### config.mk
export PLATFORM = sky130hd
export DESIGN_NAME = dcache_mshr_file
export DESIGN_NICKNAME = d
export VERILOG_FILES = /design/src/rtl/dcache_mshr_file.sv
export SDC_FILE = /design/constraint.sdc
export NUM_CORES = 1
export LEC_CHECK = 0
export ABC_AREA = 1
export BUFFER_PORTS_ARGS = -buffer_cell sky130_fd_sc_hd__buf_2
export CAP_MARGIN = 30
export CELL_PAD_IN_SITES_DETAIL_PLACEMENT = 2
export CELL_PAD_IN_SITES_GLOBAL_PLACEMENT = 2
export CORE_MARGIN = 3
export CORE_UTILIZATION = 29
export DETAILED_ROUTE_END_ITERATION = 8
export PLACE_DENSITY = 0.82
export SLEW_MARGIN = 20
export SYNTH_ARGS = -nofsm -noshare
export SYNTH_HDL_FRONTEND = slang
export SYNTH_SLANG_ARGS = --single-unit
### constraint.sdc
create_clock -name clk -period 5.25 [get_ports clk]
set_input_delay 0.2625 -clock clk [delete_from_list [all_inputs] [get_ports clk]]
set_output_delay 0.2625 -clock clk [all_outputs]
set_load 0.005 [all_outputs]
### src/rtl/dcache_mshr_file.sv
// Miss status holding register file for a data cache: tracks outstanding misses,
// merges secondary GETs, issues bus requests in allocation order and drives fills.
module dcache_mshr_file #(
    parameter int unsigned MSHR_DEPTH = 4,
    parameter int unsigned TAG_W      = 10,
    parameter int unsigned IDX_W      = 5,
    parameter int unsigned DATA_W     = 64,
    parameter int unsigned ID_W       = $clog2(MSHR_DEPTH)
) (
    input  logic              clk,
    input  logic              rst,
    input  logic              alloc_en_i,
    input  logic [TAG_W-1:0]  alloc_tag_i,
    input  logic [IDX_W-1:0]  alloc_idx_i,
    input  logic [DATA_W-1:0] alloc_data_i,
    input  logic [1:0]        alloc_msg_i,
    output logic              alloc_ack_o,
    input  logic [TAG_W-1:0]  lookup_tag_i,
    input  logic [IDX_W-1:0]  lookup_idx_i,
    output logic              lookup_hit_o,
    output logic [DATA_W-1:0] lookup_data_o,
    output logic [1:0]        lookup_msg_o,
    output logic              req_vld_o,
    output logic [TAG_W-1:0]  req_tag_o,
    output logic [IDX_W-1:0]  req_idx_o,
    output logic [DATA_W-1:0] req_data_o,
    output logic [1:0]        req_msg_o,
    output logic [ID_W-1:0]   req_id_o,
    input  logic              req_ack_i,
    input  logic              rsp_vld_i,
    input  logic [ID_W-1:0]   rsp_id_i,
    input  logic [DATA_W-1:0] rsp_data_i,
    output logic              fill_en_o,
    output logic [TAG_W-1:0]  fill_tag_o,
    output logic [IDX_W-1:0]  fill_idx_o,
    output logic [DATA_W-1:0] fill_data_o,
    output logic              full_o,
    output logic              empty_o,
    output logic [ID_W:0]     cnt_o,
    output logic              proto_err_o
);

    localparam int unsigned CNT_W = ID_W + 1;
    localparam logic [1:0] MSG_NONE  = 2'd0;
    localparam logic [1:0] MSG_GET_S = 2'd1;
    localparam logic [1:0] MSG_GET_M = 2'd2;
    localparam logic [1:0] MSG_PUT_M = 2'd3;

    typedef enum logic [1:0] {
        ST_FREE     = 2'd0,
        ST_WAIT_ISS = 2'd1,
        ST_WAIT_RSP = 2'd2
    } ent_st_e;

    ent_st_e           st_q   [MSHR_DEPTH];
    ent_st_e           st_d   [MSHR_DEPTH];
    logic [TAG_W-1:0]  tag_q  [MSHR_DEPTH];
    logic [TAG_W-1:0]  tag_d  [MSHR_DEPTH];
    logic [IDX_W-1:0]  idx_q  [MSHR_DEPTH];
    logic [IDX_W-1:0]  idx_d  [MSHR_DEPTH];
    logic [DATA_W-1:0] data_q [MSHR_DEPTH];
    logic [DATA_W-1:0] data_d [MSHR_DEPTH];
    logic [1:0]        msg_q  [MSHR_DEPTH];
    logic [1:0]        msg_d  [MSHR_DEPTH];
    logic [ID_W-1:0]   fifo_q [MSHR_DEPTH];
    logic [ID_W-1:0]   fifo_d [MSHR_DEPTH];

    logic [ID_W-1:0]  rd_ptr_q, rd_ptr_d, wr_ptr_q, wr_ptr_d;
    logic [CNT_W-1:0] fifo_cnt_q, fifo_cnt_d, cnt_q, cnt_d;
    logic             proto_err_q, proto_err_d;

    logic            match_any, free_any;
    logic [ID_W-1:0] match_id, free_id, head_id;
    logic            issue, head_put, alloc_get, alloc_try, match_busy;
    logic            merge_ok, merge_upd, new_alloc, rsp_hit;

    // Address CAM for merge candidates and lowest free entry search
    always_comb begin
        match_any = 1'b0;
        match_id  = '0;
        free_any  = 1'b0;
        free_id   = '0;
        for (int unsigned i = 0; i < MSHR_DEPTH; i++) begin
            if (!match_any && st_q[i] != ST_FREE &&
                (msg_q[i] == MSG_GET_S || msg_q[i] == MSG_GET_M) &&
                tag_q[i] == alloc_tag_i && idx_q[i] == alloc_idx_i) begin
                match_any = 1'b1;
                match_id  = ID_W'(i);
            end
            if (!free_any && st_q[i] == ST_FREE) begin
                free_any = 1'b1;
                free_id  = ID_W'(i);
            end
        end
    end

    // Probe port: only write-intent entries can forward data
    always_comb begin
        lookup_hit_o  = 1'b0;
        lookup_data_o = '0;
        lookup_msg_o  = MSG_NONE;
        for (int unsigned i = 0; i < MSHR_DEPTH; i++) begin
            if (!lookup_hit_o && st_q[i] != ST_FREE && msg_q[i] == MSG_GET_M &&
                tag_q[i] == lookup_tag_i && idx_q[i] == lookup_idx_i) begin
                lookup_hit_o  = 1'b1;
                lookup_data_o = data_q[i];
                lookup_msg_o  = msg_q[i];
            end
        end
    end

    assign head_id    = fifo_q[rd_ptr_q];
    assign req_vld_o  = (fifo_cnt_q != '0);
    assign req_tag_o  = tag_q[head_id];
    assign req_idx_o  = idx_q[head_id];
    assign req_data_o = data_q[head_id];
    assign req_msg_o  = msg_q[head_id];
    assign req_id_o   = head_id;
    assign issue      = req_vld_o && req_ack_i;
    assign head_put   = (msg_q[head_id] == MSG_PUT_M);

    // An entry being accepted by the bus this cycle already counts as waiting for data
    assign alloc_get  = (alloc_msg_i == MSG_GET_S) || (alloc_msg_i == MSG_GET_M);
    assign alloc_try  = rst && alloc_en_i && !full_o && (alloc_msg_i != MSG_NONE);
    assign match_busy = (st_q[match_id] == ST_WAIT_RSP) || (issue && head_id == match_id);
    assign merge_ok   = alloc_try && alloc_get && match_any &&
                        !(alloc_msg_i == MSG_GET_M && match_busy && msg_q[match_id] == MSG_GET_S);
    assign merge_upd  = merge_ok && (alloc_msg_i == MSG_GET_M) && !match_busy;
    assign new_alloc  = alloc_try && !(alloc_get && match_any) && free_any;
    assign alloc_ack_o = merge_ok || new_alloc;

    assign rsp_hit     = rsp_vld_i && (st_q[rsp_id_i] == ST_WAIT_RSP);
    assign fill_en_o   = rsp_hit;
    assign fill_tag_o  = rsp_hit ? tag_q[rsp_id_i] : '0;
    assign fill_idx_o  = rsp_hit ? idx_q[rsp_id_i] : '0;
    assign fill_data_o = rsp_hit ? rsp_data_i : '0;

    assign cnt_o       = cnt_q;
    assign empty_o     = (cnt_q == '0);
    assign full_o      = (cnt_q == CNT_W'(MSHR_DEPTH));
    assign proto_err_o = proto_err_q;

    // Next-state for entries, issue FIFO and status counters
    always_comb begin
        st_d        = st_q;
        tag_d       = tag_q;
        idx_d       = idx_q;
        data_d      = data_q;
        msg_d       = msg_q;
        fifo_d      = fifo_q;
        rd_ptr_d    = rd_ptr_q;
        wr_ptr_d    = wr_ptr_q;
        fifo_cnt_d  = fifo_cnt_q;
        proto_err_d = proto_err_q;
        cnt_d       = cnt_q + CNT_W'(new_alloc) - CNT_W'(rsp_hit) - CNT_W'(issue && head_put);

        if (issue) begin
            st_d[head_id] = head_put ? ST_FREE : ST_WAIT_RSP;
            rd_ptr_d      = rd_ptr_q + ID_W'(1);
        end
        if (rsp_hit) begin
            st_d[rsp_id_i] = ST_FREE;
        end else if (rsp_vld_i) begin
            proto_err_d = 1'b1;
        end
        if (merge_upd) begin
            data_d[match_id] = alloc_data_i;
            msg_d[match_id]  = MSG_GET_M;
        end
        if (new_alloc) begin
            st_d[free_id]    = ST_WAIT_ISS;
            tag_d[free_id]   = alloc_tag_i;
            idx_d[free_id]   = alloc_idx_i;
            data_d[free_id]  = alloc_data_i;
            msg_d[free_id]   = alloc_msg_i;
            fifo_d[wr_ptr_q] = free_id;
            wr_ptr_d         = wr_ptr_q + ID_W'(1);
        end
        fifo_cnt_d = fifo_cnt_q + CNT_W'(new_alloc) - CNT_W'(issue);
    end

    always_ff @(posedge clk or negedge rst) begin
        if (!rst) begin
            for (int unsigned i = 0; i < MSHR_DEPTH; i++) begin
                st_q[i]   <= ST_FREE;
                tag_q[i]  <= '0;
                idx_q[i]  <= '0;
                data_q[i] <= '0;
                msg_q[i]  <= MSG_NONE;
                fifo_q[i] <= '0;
            end
            rd_ptr_q    <= '0;
            wr_ptr_q    <= '0;
            fifo_cnt_q  <= '0;
            cnt_q       <= '0;
            proto_err_q <= 1'b0;
        end else begin
            st_q        <= st_d;
            tag_q       <= tag_d;
            idx_q       <= idx_d;
            data_q      <= data_d;
            msg_q       <= msg_d;
            fifo_q      <= fifo_d;
            rd_ptr_q    <= rd_ptr_d;
            wr_ptr_q    <= wr_ptr_d;
            fifo_cnt_q  <= fifo_cnt_d;
            cnt_q       <= cnt_d;
            proto_err_q <= proto_err_d;
        end
    end

endmodule

==> flow_metrics.env <==
export IMPL_status="finished clean"
export IMPL_min_from="alloc_idx_i[1]"
export IMPL_vias=28900
export IMPL_wl_per_cell_um=24.4
export IMPL_grt_overflow=0
export IMPL_synth_cell_types=41
export IMPL_die_w_um=297
export IMPL_drive_gt1_frac=0.137
export IMPL_synth_area_per_cell_sq_um=6.36
export IMPL_final_nets=4404
export IMPL_drt_total_wl_um=132000
export IMPL_antenna_found_initial=6
export IMPL_numClockSinks=351
export IMPL_path_clk_slew_ns=0.06
export IMPL_io_buffer_count=404
export IMPL_max_vdd_ir_drop_mv=0.667
export IMPL_path_cells="inv_1 -> ha_1 -> o21ai_0 -> a221oi_1 -> nand3_1 -> nor2_1 -> nand2_4 -> inv_2 -> nor2_2 -> inv_2 -> buf_4 -> o22ai_1 -> nor2_1 -> nor2_1 -> buf_2"
export IMPL_core_sq_um=84000
export IMPL_hp_class="input pin to register"
export IMPL_worstSetupPathType="register to output pin"
export IMPL_worstPathMaxFanout=30
export IMPL_fin_ws_ns=0.613
export IMPL_slew_headroom=0.269
export IMPL_htreeDepth=2
export IMPL_grt_pass1_wl_um=199000
export IMPL_ys_dominant_reg_cell="dfrtp_1"
export IMPL_io_pins=405
export IMPL_power_density_nw_per_um2=611
export IMPL_drt_iter0_drc=1967
export IMPL_synth_edf_count=0
export IMPL_dpl_worst_slack_ns=0.839
export IMPL_reg2reg_setup_slack_ns=0.64
export IMPL_clk_path_buf_depth=3
export IMPL_worstMarginPinSlew_ns=1.10
export IMPL_crit_buf_inv=5
export IMPL_end_kind="output pin"
export IMPL_fmax_mhz=216
export IMPL_async_flop_share=1.00
export IMPL_gp_congestion=0.933
export IMPL_hpwlAfterDp_um=82500
export IMPL_syn_area_sq_um=24600
export IMPL_slowest_stage="inv_2"
export IMPL_r2r_start="msg_q[4]"
export IMPL_finClkSkew_ns=0.0242
export IMPL_hold_violations=0
export IMPL_yosysSeqAreaShare=0.356
export IMPL_ys_seq_elements=351
export IMPL_syn_inst=3877
export IMPL_p_total_mw=18.4
export IMPL_fillCellCount=10300
export IMPL_hold_depth=3
export IMPL_placementRows=106
export IMPL_final_antenna_net_count=0
export IMPL_die_height_um=297
export IMPL_holdPathEnd="idx_q[6]"
export IMPL_final_setup_tns_ns=0
export IMPL_insertion_delay_ns=0.63
export IMPL_numCtsBuffers=49
export IMPL_p_leak_nw=17.0
export IMPL_drcViolationCount=0
export IMPL_setup_viol=0
export IMPL_die_area_sq_um=88500
export IMPL_cts_root_buf="clkbuf_16"
export IMPL_period_needed_ns=4.64
export IMPL_start_util=0.293
export IMPL_rsz0062_at_grt="no"
export IMPL_slowest_delay_ns=0.51
export IMPL_grt_start_max_net_pins=136
export IMPL_timing_final_crit_share=0.883
export IMPL_drt_vias_per_instance=5.36
export IMPL_cp_data_required_time_ns=4.99
export IMPL_synth_net_count=4061
export IMPL_cap_violations=0
export IMPL_cts_resized=0
export IMPL_startpoint_type="register"
export IMPL_cts_tree="built"
export IMPL_cp_arrival_ns=4.37
export IMPL_rr_worst_depth=20
export IMPL_cpMostUsedCell="nor2_1"
export IMPL_grt_pass1_vias=31700
export IMPL_ys_warn_count=0
export IMPL_track_usage=0.290
export IMPL_dr_pass1_iters=6
export IMPL_maxSlewViolCount=0
export IMPL_path_delay_family="buffers and inverters"
export IMPL_rr_endpoint="data_q[137]"
export IMPL_areaGrowthSynthToFinish_pct=22.1
export IMPL_whs_ns=0.0557
-- where the power goes --
| part | switching (mW) | internal (mW) |
|---|---|---|
| Combinational | 6.61 | 3.19 |
| Sequential | 1.17 | 4.01 |
| Clock | 1.44 | 1.97 |
| Total | 9.22 | 9.17 |
-- how the worst max path moves through the flow --
| stage | from | end | depth (start not counted) | slack, ns |
|---|---|---|---|---|
| floorplan | msg_q[4] | fifo_cnt_q[2] | 19 | 2.39 |
| global placement | msg_q[4] | data_q[148] | 20 | 1.04 |
| detailed placement | msg_q[4] | data_q[141] | 20 | 0.84 |
| CTS | msg_q[6] | lookup_msg_o[0] | 15 | 0.66 |
| global route | msg_q[6] | lookup_msg_o[0] | 15 | 0.41 |
| finish | msg_q[6] | lookup_msg_o[0] | 15 | 0.61 |
-- final cells by class --
cell class,count,area [sq um],share of cell area
Timing Repair Buffer,534,3380,0.112
Sequential cell,351,8780,0.292
Clock buffer,73,1430,0.0475
Clock inverter,10,133,0.00441
Inverter,744,2790,0.0929
Multi-Input combinational cell,2540,12100,0.404
Antenna cell,3,7.51,0.000250
Tap cell,1134,1420,0.0472
-- cells in the final DEF (no fill, tap or decap), types with 8 or more instances in the layout --
cell           count
inv_2             19
a31oi_1           16
a22oi_1           90
nand2_1         1051
buf_4             48
ha_1              15
nand3b_1          30
a21oi_1           89
inv_1            723
clkbuf_16         50
dfrtp_1          351
buf_2            403
o221ai_1          75
buf_12            11
nor2_1           473
nand4_1           73
xor2_1            16
a221oi_1           9
dlygate4sd3_1     68
o2111ai_1          8
nand2_4            9
clkbuf_1          14
o22ai_1           87
xnor2_1           22
o21ai_0          199
clkbuf_8           9
nand3_1          245
-- metrics by stage --
step	instances	util	cell area [sq um]
detailed placement	5232	0.331	27800
finish	5389	0.358	30100
CTS	5383	0.357	30000
floorplan	3877	-	24600
global route	5389	0.358	30100
global placement	5230	0.330	27700
-- cells in the mapped netlist, types with 3 or more instances --
master        n  area [sq um]
a21oi_1      89           445
a221oi_1      9          78.8
a22oi_1      90           676
a31oi_1      16           100
buf_1        32           120
buf_2        62           310
buf_4         9          67.6
buf_6         5          56.3
clkbuf_1    130           488
clkbuf_2      4          20.0
clkinv_1      4          15.0
dfrtp_1     351          8780
ha_1         15           188
inv_1       726          2730
inv_2        14          52.6
nand2_1    1060          3980
nand2_2       3          18.8
nand3_1     249          1250
nand3b_1     30           225
nand4_1      73           457
nor2_1      476          1790
nor3_1        3          15.0
nor4_1        5          31.3
o2111ai_1     8          70.1
o21ai_0     199           996
o221ai_1     75           657
o22ai_1      87           544
xnor2_1      22           193
xor2_1       16           140
-- worst reg2reg max path, delay by kind of cell (launching register included) --
family	cells	cell delay (ns)
simple gates	15	2.77
buf+inv	4	1.01
flops	1	0.38
fa+ha+maj	1	0.30
-- timing repair --
action | CTS | global route
setup buffers | 0 | 0
hold endpoints to repair | 184 | 0
setup endpoints to repair | 0 | 0
hold buffers | 68 | 0
-- layer usage --
layer / part of all wire / global-route usage
met4: 0.043 / 0.119
met2: 0.49 / 0.509
met3: 0.059 / 0.0404
met1: 0.41 / 0.356
met5: 0.00015 / 0
-- logic make-up (layout without fill, tap and decap cells) --
family,after synthesis,after routing,share of synthesized area
xor gates and xnor gates,38,38,0.0135
AOI/OAI and AO/OA,578,578,0.146
other,0,3,0
adders and majority gates,17,17,0.00924
DFF,351,351,0.356
and+or+nand+nor,1907,1907,0.318
buffers and inverters,986,1361,0.156
-- sequential cells by signal (all words and copies together), names as in the netlist --
register / flops
msg_q: 8
st_q: 8
idx_q: 20
proto_err_o: 1
fifo_q: 8
cnt_o: 3
rd_ptr_q: 2
tag_q: 40
data_q: 256
wr_ptr_q: 2
fifo_cnt_q: 3
No activity file was read; power rests on OpenSTA's default activity.
